===== config.mk =====
export PLATFORM = sky130hd
export DESIGN_NAME = if_fetch_buffer
export DESIGN_NICKNAME = d
export VERILOG_FILES = /design/src/rtl/if_fetch_buffer_pkg.sv /design/src/rtl/if_fetch_buffer_chk.sv /design/src/rtl/if_fetch_queue.sv /design/src/rtl/if_fetch_buffer.sv
export SDC_FILE = /design/constraint.sdc
export NUM_CORES = 1
export LEC_CHECK = 0
export ABC_AREA = 1
export BUFFER_PORTS_ARGS = -buffer_cell sky130_fd_sc_hd__buf_2
export CAP_MARGIN = 20
export CORE_MARGIN = 2
export CORE_UTILIZATION = 55
export CTS_CLUSTER_DIAMETER = 100
export DETAILED_ROUTE_END_ITERATION = 8
export PLACE_DENSITY = 0.76
export RECOVER_POWER = 25
export SYNTH_ARGS = -nofsm -noshare
export SYNTH_HDL_FRONTEND = slang
export SYNTH_HIERARCHICAL = 1
export SYNTH_SLANG_ARGS = --single-unit

===== constraint.sdc =====
create_clock -name clk -period 7 [get_ports clk]
set_clock_uncertainty 0.2 [all_clocks]
set_input_delay 1.05 -clock clk [delete_from_list [all_inputs] [get_ports clk]]
set_output_delay 1.05 -clock clk [all_outputs]
set_load 0.03 [all_outputs]

===== src/rtl/if_fetch_buffer_pkg.sv =====
// Shared constants for the instruction-fetch buffer slice.
package if_fetch_buffer_pkg;

    localparam logic [31:0] INSTR_NOP   = 32'h0000_0013;
    localparam int unsigned WORD_STRIDE = 4;
    localparam logic        RST_ACTIVE  = 1'b1;

endpackage


===== src/rtl/if_fetch_buffer_chk.sv =====
// Protocol checker: a memory response must always have a request to answer.
module if_fetch_buffer_chk
    import if_fetch_buffer_pkg::*;
#(
    parameter int PTR_W = 3
) (
    input  logic             clk,
    input  logic             rst,
    input  logic             rsp_valid,
    input  logic [PTR_W-1:0] inflight,
    input  logic [PTR_W-1:0] drop_cnt
);

    rsp_without_request: assert property (
        @(posedge clk) disable iff (rst == RST_ACTIVE)
        !(rsp_valid && (inflight == '0) && (drop_cnt == '0))
    );

endmodule


===== src/rtl/if_fetch_queue.sv =====
// Circular buffer of fetched instructions with separate allocate, fill and pop
// pointers; entries are reserved at request time and filled when data returns.
module if_fetch_queue
    import if_fetch_buffer_pkg::*;
#(
    parameter int ADDR_W = 32,
    parameter int DATA_W = 32,
    parameter int DEPTH  = 4
) (
    input  logic                     clk,
    input  logic                     rst,
    input  logic                     flush,
    input  logic                     alloc,
    input  logic [ADDR_W-1:0]        alloc_pc,
    input  logic                     fill,
    input  logic [DATA_W-1:0]        fill_data,
    input  logic                     pop,
    output logic [$clog2(DEPTH):0]   alloc_cnt,
    output logic [$clog2(DEPTH):0]   inflight,
    output logic                     head_filled,
    output logic [ADDR_W-1:0]        head_pc,
    output logic [DATA_W-1:0]        head_instr
);

    localparam int IDX_W = $clog2(DEPTH);
    localparam logic [IDX_W:0] PTR_ONE = {{IDX_W{1'b0}}, 1'b1};

    logic [IDX_W:0]      wr_ptr_r;
    logic [IDX_W:0]      fill_ptr_r;
    logic [IDX_W:0]      rd_ptr_r;
    logic [ADDR_W-1:0]   pc_r    [DEPTH];
    logic [DATA_W-1:0]   instr_r [DEPTH];
    logic [DEPTH-1:0]    filled_r;

    logic [IDX_W-1:0]    wr_idx_s;
    logic [IDX_W-1:0]    fill_idx_s;
    logic [IDX_W-1:0]    rd_idx_s;

    // Pointer index extraction and head/occupancy views.
    always_comb begin
        wr_idx_s    = wr_ptr_r[IDX_W-1:0];
        fill_idx_s  = fill_ptr_r[IDX_W-1:0];
        rd_idx_s    = rd_ptr_r[IDX_W-1:0];
        alloc_cnt   = wr_ptr_r - rd_ptr_r;
        inflight    = wr_ptr_r - fill_ptr_r;
        head_filled = filled_r[rd_idx_s];
        head_pc     = pc_r[rd_idx_s];
        head_instr  = instr_r[rd_idx_s];
    end

    // Pointer and entry storage; a flush discards every allocated entry at once.
    always_ff @(posedge clk) begin
        if (rst == RST_ACTIVE) begin
            wr_ptr_r   <= '0;
            fill_ptr_r <= '0;
            rd_ptr_r   <= '0;
            filled_r   <= '0;
            for (int i = 0; i < DEPTH; i++) begin
                pc_r[i]    <= '0;
                instr_r[i] <= '0;
            end
        end else if (flush) begin
            rd_ptr_r   <= wr_ptr_r;
            fill_ptr_r <= wr_ptr_r;
            filled_r   <= '0;
        end else begin
            if (pop) begin
                filled_r[rd_idx_s] <= 1'b0;
                rd_ptr_r           <= rd_ptr_r + PTR_ONE;
            end
            if (alloc) begin
                pc_r[wr_idx_s]     <= alloc_pc;
                filled_r[wr_idx_s] <= 1'b0;
                wr_ptr_r           <= wr_ptr_r + PTR_ONE;
            end
            // The fill slot is never the pop or allocate slot: it is allocated but unfilled.
            if (fill) begin
                instr_r[fill_idx_s]  <= fill_data;
                filled_r[fill_idx_s] <= 1'b1;
                fill_ptr_r           <= fill_ptr_r + PTR_ONE;
            end
        end
    end

endmodule


===== src/rtl/if_fetch_buffer.sv =====
// Instruction-fetch stage: issues sequential fetches, tracks stale responses
// after a redirect, and hands buffered instructions to ID.
module if_fetch_buffer
    import if_fetch_buffer_pkg::*;
#(
    parameter int                ADDR_W   = 32,
    parameter int                DATA_W   = 32,
    parameter int                DEPTH    = 4,
    parameter logic [ADDR_W-1:0] RESET_PC = {ADDR_W{1'b0}}
) (
    input  logic              clk,
    input  logic              rst,
    input  logic              redirect_valid,
    input  logic [ADDR_W-1:0] redirect_pc,
    output logic              imem_req_valid,
    input  logic              imem_req_ready,
    output logic [ADDR_W-1:0] imem_req_addr,
    input  logic              imem_rsp_valid,
    input  logic [DATA_W-1:0] imem_rsp_data,
    output logic              id_valid,
    input  logic              id_ready,
    output logic [ADDR_W-1:0] id_pc,
    output logic [DATA_W-1:0] id_instr
);

    localparam int                PTR_W      = $clog2(DEPTH) + 1;
    localparam logic [ADDR_W-1:0] PC_STRIDE  = ADDR_W'(WORD_STRIDE);
    localparam logic [ADDR_W-1:0] ALIGN_MASK = ~(ADDR_W'(WORD_STRIDE - 1));
    localparam logic [PTR_W:0]    DEPTH_LIM  = (PTR_W + 1)'(DEPTH);
    localparam logic [PTR_W-1:0]  CNT_ONE    = {{(PTR_W-1){1'b0}}, 1'b1};

    logic [ADDR_W-1:0] fetch_pc_r;
    logic [PTR_W-1:0]  drop_cnt_r;

    logic [PTR_W-1:0]  alloc_cnt_s;
    logic [PTR_W-1:0]  inflight_s;
    logic [PTR_W:0]    budget_s;
    logic [PTR_W-1:0]  drop_redirect_s;
    logic              in_reset_s;
    logic              req_valid_s;
    logic              req_fire_s;
    logic              rsp_live_s;
    logic              fill_s;
    logic              pop_s;
    logic              id_valid_s;
    logic              head_filled_s;
    logic [ADDR_W-1:0] head_pc_s;
    logic [DATA_W-1:0] head_instr_s;

    // Request gate, response routing and ID handshake.
    always_comb begin
        in_reset_s  = (rst == RST_ACTIVE);
        // Stale requests still occupy memory slots, so they count against the budget.
        budget_s    = {1'b0, alloc_cnt_s} + {1'b0, drop_cnt_r};
        req_valid_s = !in_reset_s && !redirect_valid && (budget_s < DEPTH_LIM);
        req_fire_s  = req_valid_s && imem_req_ready;
        rsp_live_s  = imem_rsp_valid && ((drop_cnt_r != '0) || (inflight_s != '0));
        fill_s      = imem_rsp_valid && (drop_cnt_r == '0) && (inflight_s != '0)
                      && !redirect_valid && !in_reset_s;
        id_valid_s  = head_filled_s && (alloc_cnt_s != '0) && !redirect_valid && !in_reset_s;
        pop_s       = id_valid_s && id_ready;
        if (rsp_live_s) begin
            drop_redirect_s = drop_cnt_r + inflight_s - CNT_ONE;
        end else begin
            drop_redirect_s = drop_cnt_r + inflight_s;
        end
    end

    // Output drive; reset forces the documented idle values immediately.
    always_comb begin
        imem_req_valid = req_valid_s;
        id_valid       = id_valid_s;
        if (in_reset_s) begin
            imem_req_addr = RESET_PC;
            id_pc         = '0;
            id_instr      = '0;
        end else begin
            imem_req_addr = fetch_pc_r;
            id_pc         = head_pc_s;
            id_instr      = head_instr_s;
        end
    end

    // Fetch PC and count of responses still owed to flushed requests.
    always_ff @(posedge clk) begin
        if (in_reset_s) begin
            fetch_pc_r <= RESET_PC;
            drop_cnt_r <= '0;
        end else if (redirect_valid) begin
            fetch_pc_r <= redirect_pc & ALIGN_MASK;
            drop_cnt_r <= drop_redirect_s;
        end else begin
            if (req_fire_s) begin
                fetch_pc_r <= fetch_pc_r + PC_STRIDE;
            end
            if (rsp_live_s && (drop_cnt_r != '0)) begin
                drop_cnt_r <= drop_cnt_r - CNT_ONE;
            end
        end
    end

    if_fetch_queue #(
        .ADDR_W (ADDR_W),
        .DATA_W (DATA_W),
        .DEPTH  (DEPTH)
    ) u_queue (
        .clk         (clk),
        .rst         (rst),
        .flush       (redirect_valid),
        .alloc       (req_fire_s),
        .alloc_pc    (fetch_pc_r),
        .fill        (fill_s),
        .fill_data   (imem_rsp_data),
        .pop         (pop_s),
        .alloc_cnt   (alloc_cnt_s),
        .inflight    (inflight_s),
        .head_filled (head_filled_s),
        .head_pc     (head_pc_s),
        .head_instr  (head_instr_s)
    );

    if_fetch_buffer_chk #(
        .PTR_W (PTR_W)
    ) u_chk (
        .clk       (clk),
        .rst       (rst),
        .rsp_valid (imem_rsp_valid),
        .inflight  (inflight_s),
        .drop_cnt  (drop_cnt_r)
    );

endmodule


==> results of run 1 <==
[placed cells by master (no fill, tap or decap), drive strengths merged, types with 34 or more instances in the layout]
master and n:
clkbuf 48, nand2 214, nor2 510, inv 230, buf 176, dfxtp 48
nand3 63, o22ai 65, nor3 34, edfxtp 256, o21ai 159
[metal layers]
metal	global-route usage	vias to the layer above
met5	0	-
li1	-	5930
met4	0.0873	0
met2	0.414	529
met3	0.0312	79
met1	0.339	5711
[stage by stage]
step / total power (uW) / cell area (um2) / std cells / setup WS [ns] / hold slack [ns]
global route: 4300 / 17200 / 2276 / 0.811 / 0.330
floorplan: 2340 / 15300 / 1763 / 1.66 / 0.257
detailed placement: 2450 / 16200 / 2219 / 1.85 / 0.290
global placement: 2440 / 16200 / 2219 / 1.92 / 0.287
CTS: 4190 / 17300 / 2275 / 1.82 / 0.300
finish: 4180 / 17200 / 2276 / 1.21 / 0.298
[path summary, 6_finish.rpt]
kind / slack [ns] / to / startpoint / cells past startpoint
max: 1.21 / id_pc[26] / rst / 4
min: 0.30 / u_queue/filled_r[1] / u_queue/filled_r[1] / 2
max reg2reg: 1.30 / u_queue/pc_r[1][12] / u_queue/wr_ptr_r[0] / 13
min reg2reg: 0.30 / u_queue/filled_r[1] / u_queue/filled_r[1] / 2
[tightest hold or removal path, stage by stage, from the launching register on]
cell     delay, ns
dfxtp_1       0.31
nand3_1       0.07
o21ai_0       0.06
[cell families after synthesis]
logic type / count (synthesis) / synth area share
xor gates and xnor gates: 12 / 0.00686
AOI/OAI and AO/OA: 258 / 0.0909
other: 1 / 0.000245
buffers and inverters: 331 / 0.0948
adders and majority gates: 24 / 0.0211
and+or+nand+nor: 830 / 0.221
DFF: 304 / 0.565
[registers in the layout (all words and copies together), names as in the netlist, named ones only]
signal              count
fetch_pc_r             30
u_queue/fill_ptr_r      3
u_queue/wr_ptr_r        3
u_queue/pc_r          128
u_queue/instr_r       128
u_queue/rd_ptr_r        3
u_queue/filled_r        4
drop_cnt_r              3
[cells in the mapped netlist (3+ instances only)]
cell | n | share of area
inv_2 | 4 | 0.00098
o22ai_1 | 65 | 0.027
buf_4 | 4 | 0.0020
nor2_4 | 3 | 0.0022
a31oi_1 | 4 | 0.0016
buf_6 | 21 | 0.015
buf_1 | 3 | 0.00074
o21ai_0 | 158 | 0.052
nor2_1 | 502 | 0.12
nand2_2 | 4 | 0.0016
nand4_1 | 4 | 0.0016
nand2_4 | 6 | 0.0044
nand3_1 | 61 | 0.020
nand2_1 | 204 | 0.050
edfxtp_1 | 256 | 0.50
xor2_1 | 9 | 0.0051
clkbuf_1 | 41 | 0.010
and2_1 | 3 | 0.0012
nor3_1 | 33 | 0.011
buf_2 | 28 | 0.0091
a22oi_1 | 3 | 0.0015
fa_1 | 3 | 0.0039
xnor2_1 | 3 | 0.0017
ha_1 | 21 | 0.017
a21oi_1 | 25 | 0.0082
inv_1 | 228 | 0.056
dfxtp_1 | 48 | 0.063
nor2_2 | 3 | 0.0012
[final cells by class]
cell class	count	share of cell area
clock inverters	10	0.0103
flip-flops and latches	304	0.502
repair buffers	178	0.0548
well taps	378	0.0274
inverters	232	0.0506
multi-input cells	1128	0.302
clock buffers	46	0.0535
[report_power, final]
group,switching [uW],leakage (uW),total [uW],internal [uW]
Clock,672,0.000540,1760,1090
Combinational,251,0.00375,346,94.8
Sequential,42.4,0.00304,2070,2030
Total,965,0.00733,4180,3210
==> impl_metrics.csv, run 1 <==
group,metric,value,unit
drt,dr_wl_met2,17.9,mm
drt,firstDrtPassIters,5,
cells_and_area,seqCellArea,0.00865,mm2
worst_setup_path,cp_slowest_cell,"clkbuf_1",
floorplanning,rows,61,
floorplanning,die_y,171,um
drt,wl_per_cell,16.3,um
grt,antenna_found_initial,0,
cts,clk_path_buf_depth,3,
cts,clkSlewWorstSetupHoldPaths,0.06,ns
worst_setup_path,crit_fanout,73,
floorplanning,die_area,0.0292,mm2
drt,num_vias,12200,
grt,grt_pass1_wl,57.4,mm
synth,yosysWarnings,6,
synth,synth_edf_count,256,
cells_and_area,num-nets-final,1968,
timing,maxSlewViolCount,108,
grt,grt.total_usage,0.249,
worst_setup_path,criticalPathCategory,"primary input to output port",
timing,hold_viol_final,0,
power,leakage,0.00733,uW
cells_and_area,multiInputGateArea,0.00520,mm2
drt,drcViolationCount,0,
worst_setup_path,crit_family,"buffers and inverters",
floorplanning,coreArea,0.0276,mm2
worst_setup_path,slowest_delay,2.23,ns
worst_setup_path,startpoint_type,"primary input",
cells_and_area,syn2layout_area_growth,12.6,%
synth,synth_flop_cell,"edfxtp_1",
floorplanning,fp.dieW,171,um
timing,tightest_slew,3.07,ns
drt,drt_iter0_markers,1232,
worst_setup_path,critPathBufInv,3,
timing,tns,0,ns
cells_and_area,nFillCells,2261,
cts,hold_buffers,0,
cells_and_area,drive_gt1_frac,0.133,
timing,rsz0062_at_grt,"false",
grt,gr-total-overflow,0,
place,io_buffer_count,163,
synth,syn_avg_cell_area,8.70,um2
synth,seq_area_frac_synth,0.565,
power,p_per_area,242,mW/mm2
floorplanning,start_util,0.554,
cts,clk_latency,0.56,ns
floorplanning,ioPinCount,168,
cts,cts_sinks,304,
cts,cts_htree_levels,1,
worst_setup_path,critPathArrivalTime,4.54,ns
place,globalplace.congestion,0.929,
timing,relSlewSlack,-1.05,
timing,period_needed,5.79,ns
grt,grt_max_degree,81,
drt,m1WireLength,15.4,mm
cts,post-cts-setup-buffers,0,
worst_setup_path,crit_chain,"buf_4 > clkbuf_1 > nor2_1 > buf_2",
synth,synth-seq-cells,304,
synth,synth.distinct_cells,37,
hold_path,hold_class,"flip-flop to flip-flop",
drt,wl_met3,2.92,mm
drt,maxUsedRoutingLayer,"met4",
cts,cts_made_buffers,30,
drt,wirelength,37.2,mm
outcome,outcome,"finished, violations left",
outcome,violations,"max-capacitance violations, max-slew violations",
grt,grt_pass1_vias,11500,
cts,cts_resized,0,
place,dp_hpwl,22.2,mm
synth,async_flop_share,0,
cts,cts_tree,"yes",
drt,drt-vias-per-instance,5.38,
synth,syn-cell-area,0.0153,mm2
power,ir_worst_vdd,0.189,mV
drt,antenna_left,0,
synth,synthCells,1760,
cts,root_buffer,"clkbuf_16",
cells_and_area,fin_util,0.624,
timing,setup_viol,0,
timing,max_freq,173,MHz
cells_and_area,num_antenna_cells,0,
timing,finalCritPeriodShare,0.828,
flow_run,drv_cap,2,
worst_setup_path,end_kind,"output port",
worst_setup_path,worstPathRequired,5.75,ns
Note: power is estimated with default switching activity, not from simulation.
==> inputs of run 2 (changes only) <==
CORE_UTILIZATION = 54   (was 55)
PLACE_DENSITY = 0.77   (was 0.76)
clock period = 5.1 ns   (was 7 ns; I/O delays follow)
==> impl_metrics.csv, run 2 (synthesis gave the netlist of run 1 again) <==
group,metric,value,unit
outcome,outcome,"finished, violations left",
outcome,violations,"max-capacitance violations, max-slew violations",
worst_setup_path,startpoint,"u_queue/wr_ptr_r[0]",
place,globalplace.congestion,0.911,
floorplanning,die_area,0.0297,mm2
grt,grt.total_usage,0.250,
floorplanning,coreArea,0.0279,mm2
grt,antenna_found_initial,0,
cts,clk_latency,0.57,ns
cts,cts_sinks,304,
cts,clkSlewWorstSetupHoldPaths,0.06,ns
drt,num_vias,12400,
worst_setup_path,criticalPathCategory,"flip-flop to flip-flop",
worst_setup_path,regToRegSetupSlack,0.57,ns
worst_setup_path,path_common_cell,"nand2_1",
cts,root_buffer,"clkbuf_16",
drt,wirelength,37.3,mm
timing,period_needed,4.53,ns
worst_setup_path,r2r-start,"u_queue/wr_ptr_r[0]",
worst_setup_path,crit_fanout,33,
floorplanning,die_y,172,um
floorplanning,fp.dieW,172,um
worst_setup_path,end_kind,"flip-flop",
timing,rsz0062_at_grt,"false",
cells_and_area,drive_gt1_frac,0.117,
timing,tns,0,ns
grt,grt_pass1_wl,58.8,mm
drt,drt_iter0_markers,1256,
place,io_buffer_count,163,
drt,wl_per_cell,16.4,um
drt,firstDrtPassIters,5,
worst_setup_path,reg2reg_to,"u_queue/instr_r[1][30]",
worst_setup_path,crit_chain,"inv_1 > ha_1 > fa_1 > xnor2_1 > xor2_1 > inv_1 > nand2_1 > nand2_1 > nor3_1 > nand2_4 > nor2_1 > nand2_2 > clkbuf_2 > nand2_1 > buf_4",
timing,max_freq,221,MHz
floorplanning,rows,61,
place,numPlacedInstances,2224,
timing,finalCritPeriodShare,0.889,
cells_and_area,syn2layout_area_growth,11.9,%
cells_and_area,num-nets-final,1973,
grt,grt_max_degree,89,
cts,cts_resized,0,
cells_and_area,fin_cells,2279,
cells_and_area,nFillCells,2277,
grt,gr-total-overflow,0,
timing,maxSlewViolCount,67,
drt,drcViolationCount,0,
worst_setup_path,ff2ff_path_depth,15,
drt,drt-vias-per-instance,5.43,
cells_and_area,final_cell_mix,"nor2_1 (504), edfxtp_1 (256), inv_1 (229)",
power,leakage,0.00721,uW
grt,grt_pass1_vias,11900,
floorplanning,start_util,0.550,
worst_setup_path,startpoint_type,"flip-flop",
power,ir_worst_vdd,0.284,mV
drt,antenna_left,0,
cts,post-cts-setup-buffers,0,
power,p_per_area,326,mW/mm2
cts,cts_tree,"yes",
floorplanning,ioPinCount,168,
timing,hold_viol_final,0,
cts,cts_made_buffers,31,
worst_setup_path,slowest_delay,0.55,ns
worst_setup_path,worstPathRequired,5.11,ns
worst_setup_path,crit_path_end,"u_queue/instr_r[1][30]",
timing,tightest_slew,1.51,ns
timing,setup_viol,0,
cts,cts_htree_levels,1,
worst_setup_path,cp_slowest_cell,"nor3_1",
cts,hold_buffers,0,
timing,relSlewSlack,-0.00592,
cells_and_area,reg_top3,"u_queue/instr_r: 128 flops, u_queue/pc_r: 128 flops, fetch_pc_r: 30 flops",
cells_and_area,num_antenna_cells,0,
place,dp_hpwl,22.6,mm
worst_setup_path,critPathArrivalTime,4.54,ns
flow_run,drv_cap,1,
hold_path,hold_class,"primary input to flip-flop",
cts,clk_path_buf_depth,3,
cells_and_area,mostFrequentLayoutCell,"nor2_1",
[run 2: changes by cell type in the layout (fill, tap and decap cells not counted), sizes merged]
cell | previous run | this run
buf | 176 | 149
clkbuf | 48 | 67
clkinv | 6 | 15
inv | 230 | 233
bufinv | 5 | 4
[run 2: layout make-up]
class	count	area (um2)	area share
tap	378	473	0.0276
timing repair buffer	182	927	0.0541
inverter	232	872	0.0509
clock inverter	21	225	0.0131
clock buffer	34	787	0.0459
sequential	304	8650	0.505
multi-input combinational	1128	5200	0.303
[run 2: power by group]
part	switching, uW	leakage (uW)	internal (uW)
Sequential	57.4	0.00304	2790
Combinational	347	0.00368	127
Clock	950	0.000495	1320
[run 2: per-layer routing]
layer	track usage	wire length [um]	share of wire
met5	0	0	0
met3	0.0284	3180	0.085
met1	0.335	15300	0.41
met2	0.420	17800	0.48
met4	0.0946	1040	0.028
[run 2: how the worst min path moves through the flow]
stage | from | endpoint | slack, ns | depth (start not counted)
4_1_cts | redirect_pc[10] | fetch_pc_r[10] | 0.29 | 5
5_1_grt | redirect_pc[5] | fetch_pc_r[5] | 0.32 | 3
2_1_floorplan | u_queue/filled_r[2] | u_queue/filled_r[2] | 0.26 | 2
3_3_place_gp | u_queue/filled_r[1] | u_queue/filled_r[1] | 0.29 | 2
3_5_place_dp | u_queue/filled_r[1] | u_queue/filled_r[1] | 0.29 | 2
6_report | redirect_pc[11] | fetch_pc_r[11] | 0.29 | 5
[run 2: through the flow]
step	utilization	total power (uW)	area (um2)	worst slack (ns)	hold WS (ns)
2_1_floorplan	-	3210	15300	0.568	0.257
3_3_place_gp	0.582	3350	16200	0.907	0.290
3_5_place_dp	0.582	3370	16200	0.788	0.290
4_1_cts	0.618	5600	17200	0.766	0.288
5_1_grt	0.615	5750	17100	0.295	0.316
6_report	0.615	5580	17100	0.565	0.295
[run 2: worst max-delay path: cells and delay by family (launching register included)]
kind	cells	cell delay (ns)
xor+xnor	2	0.40
flops	1	0.42
buf+inv	4	1.18
simple gates	7	1.33
fa+ha+maj	2	0.61
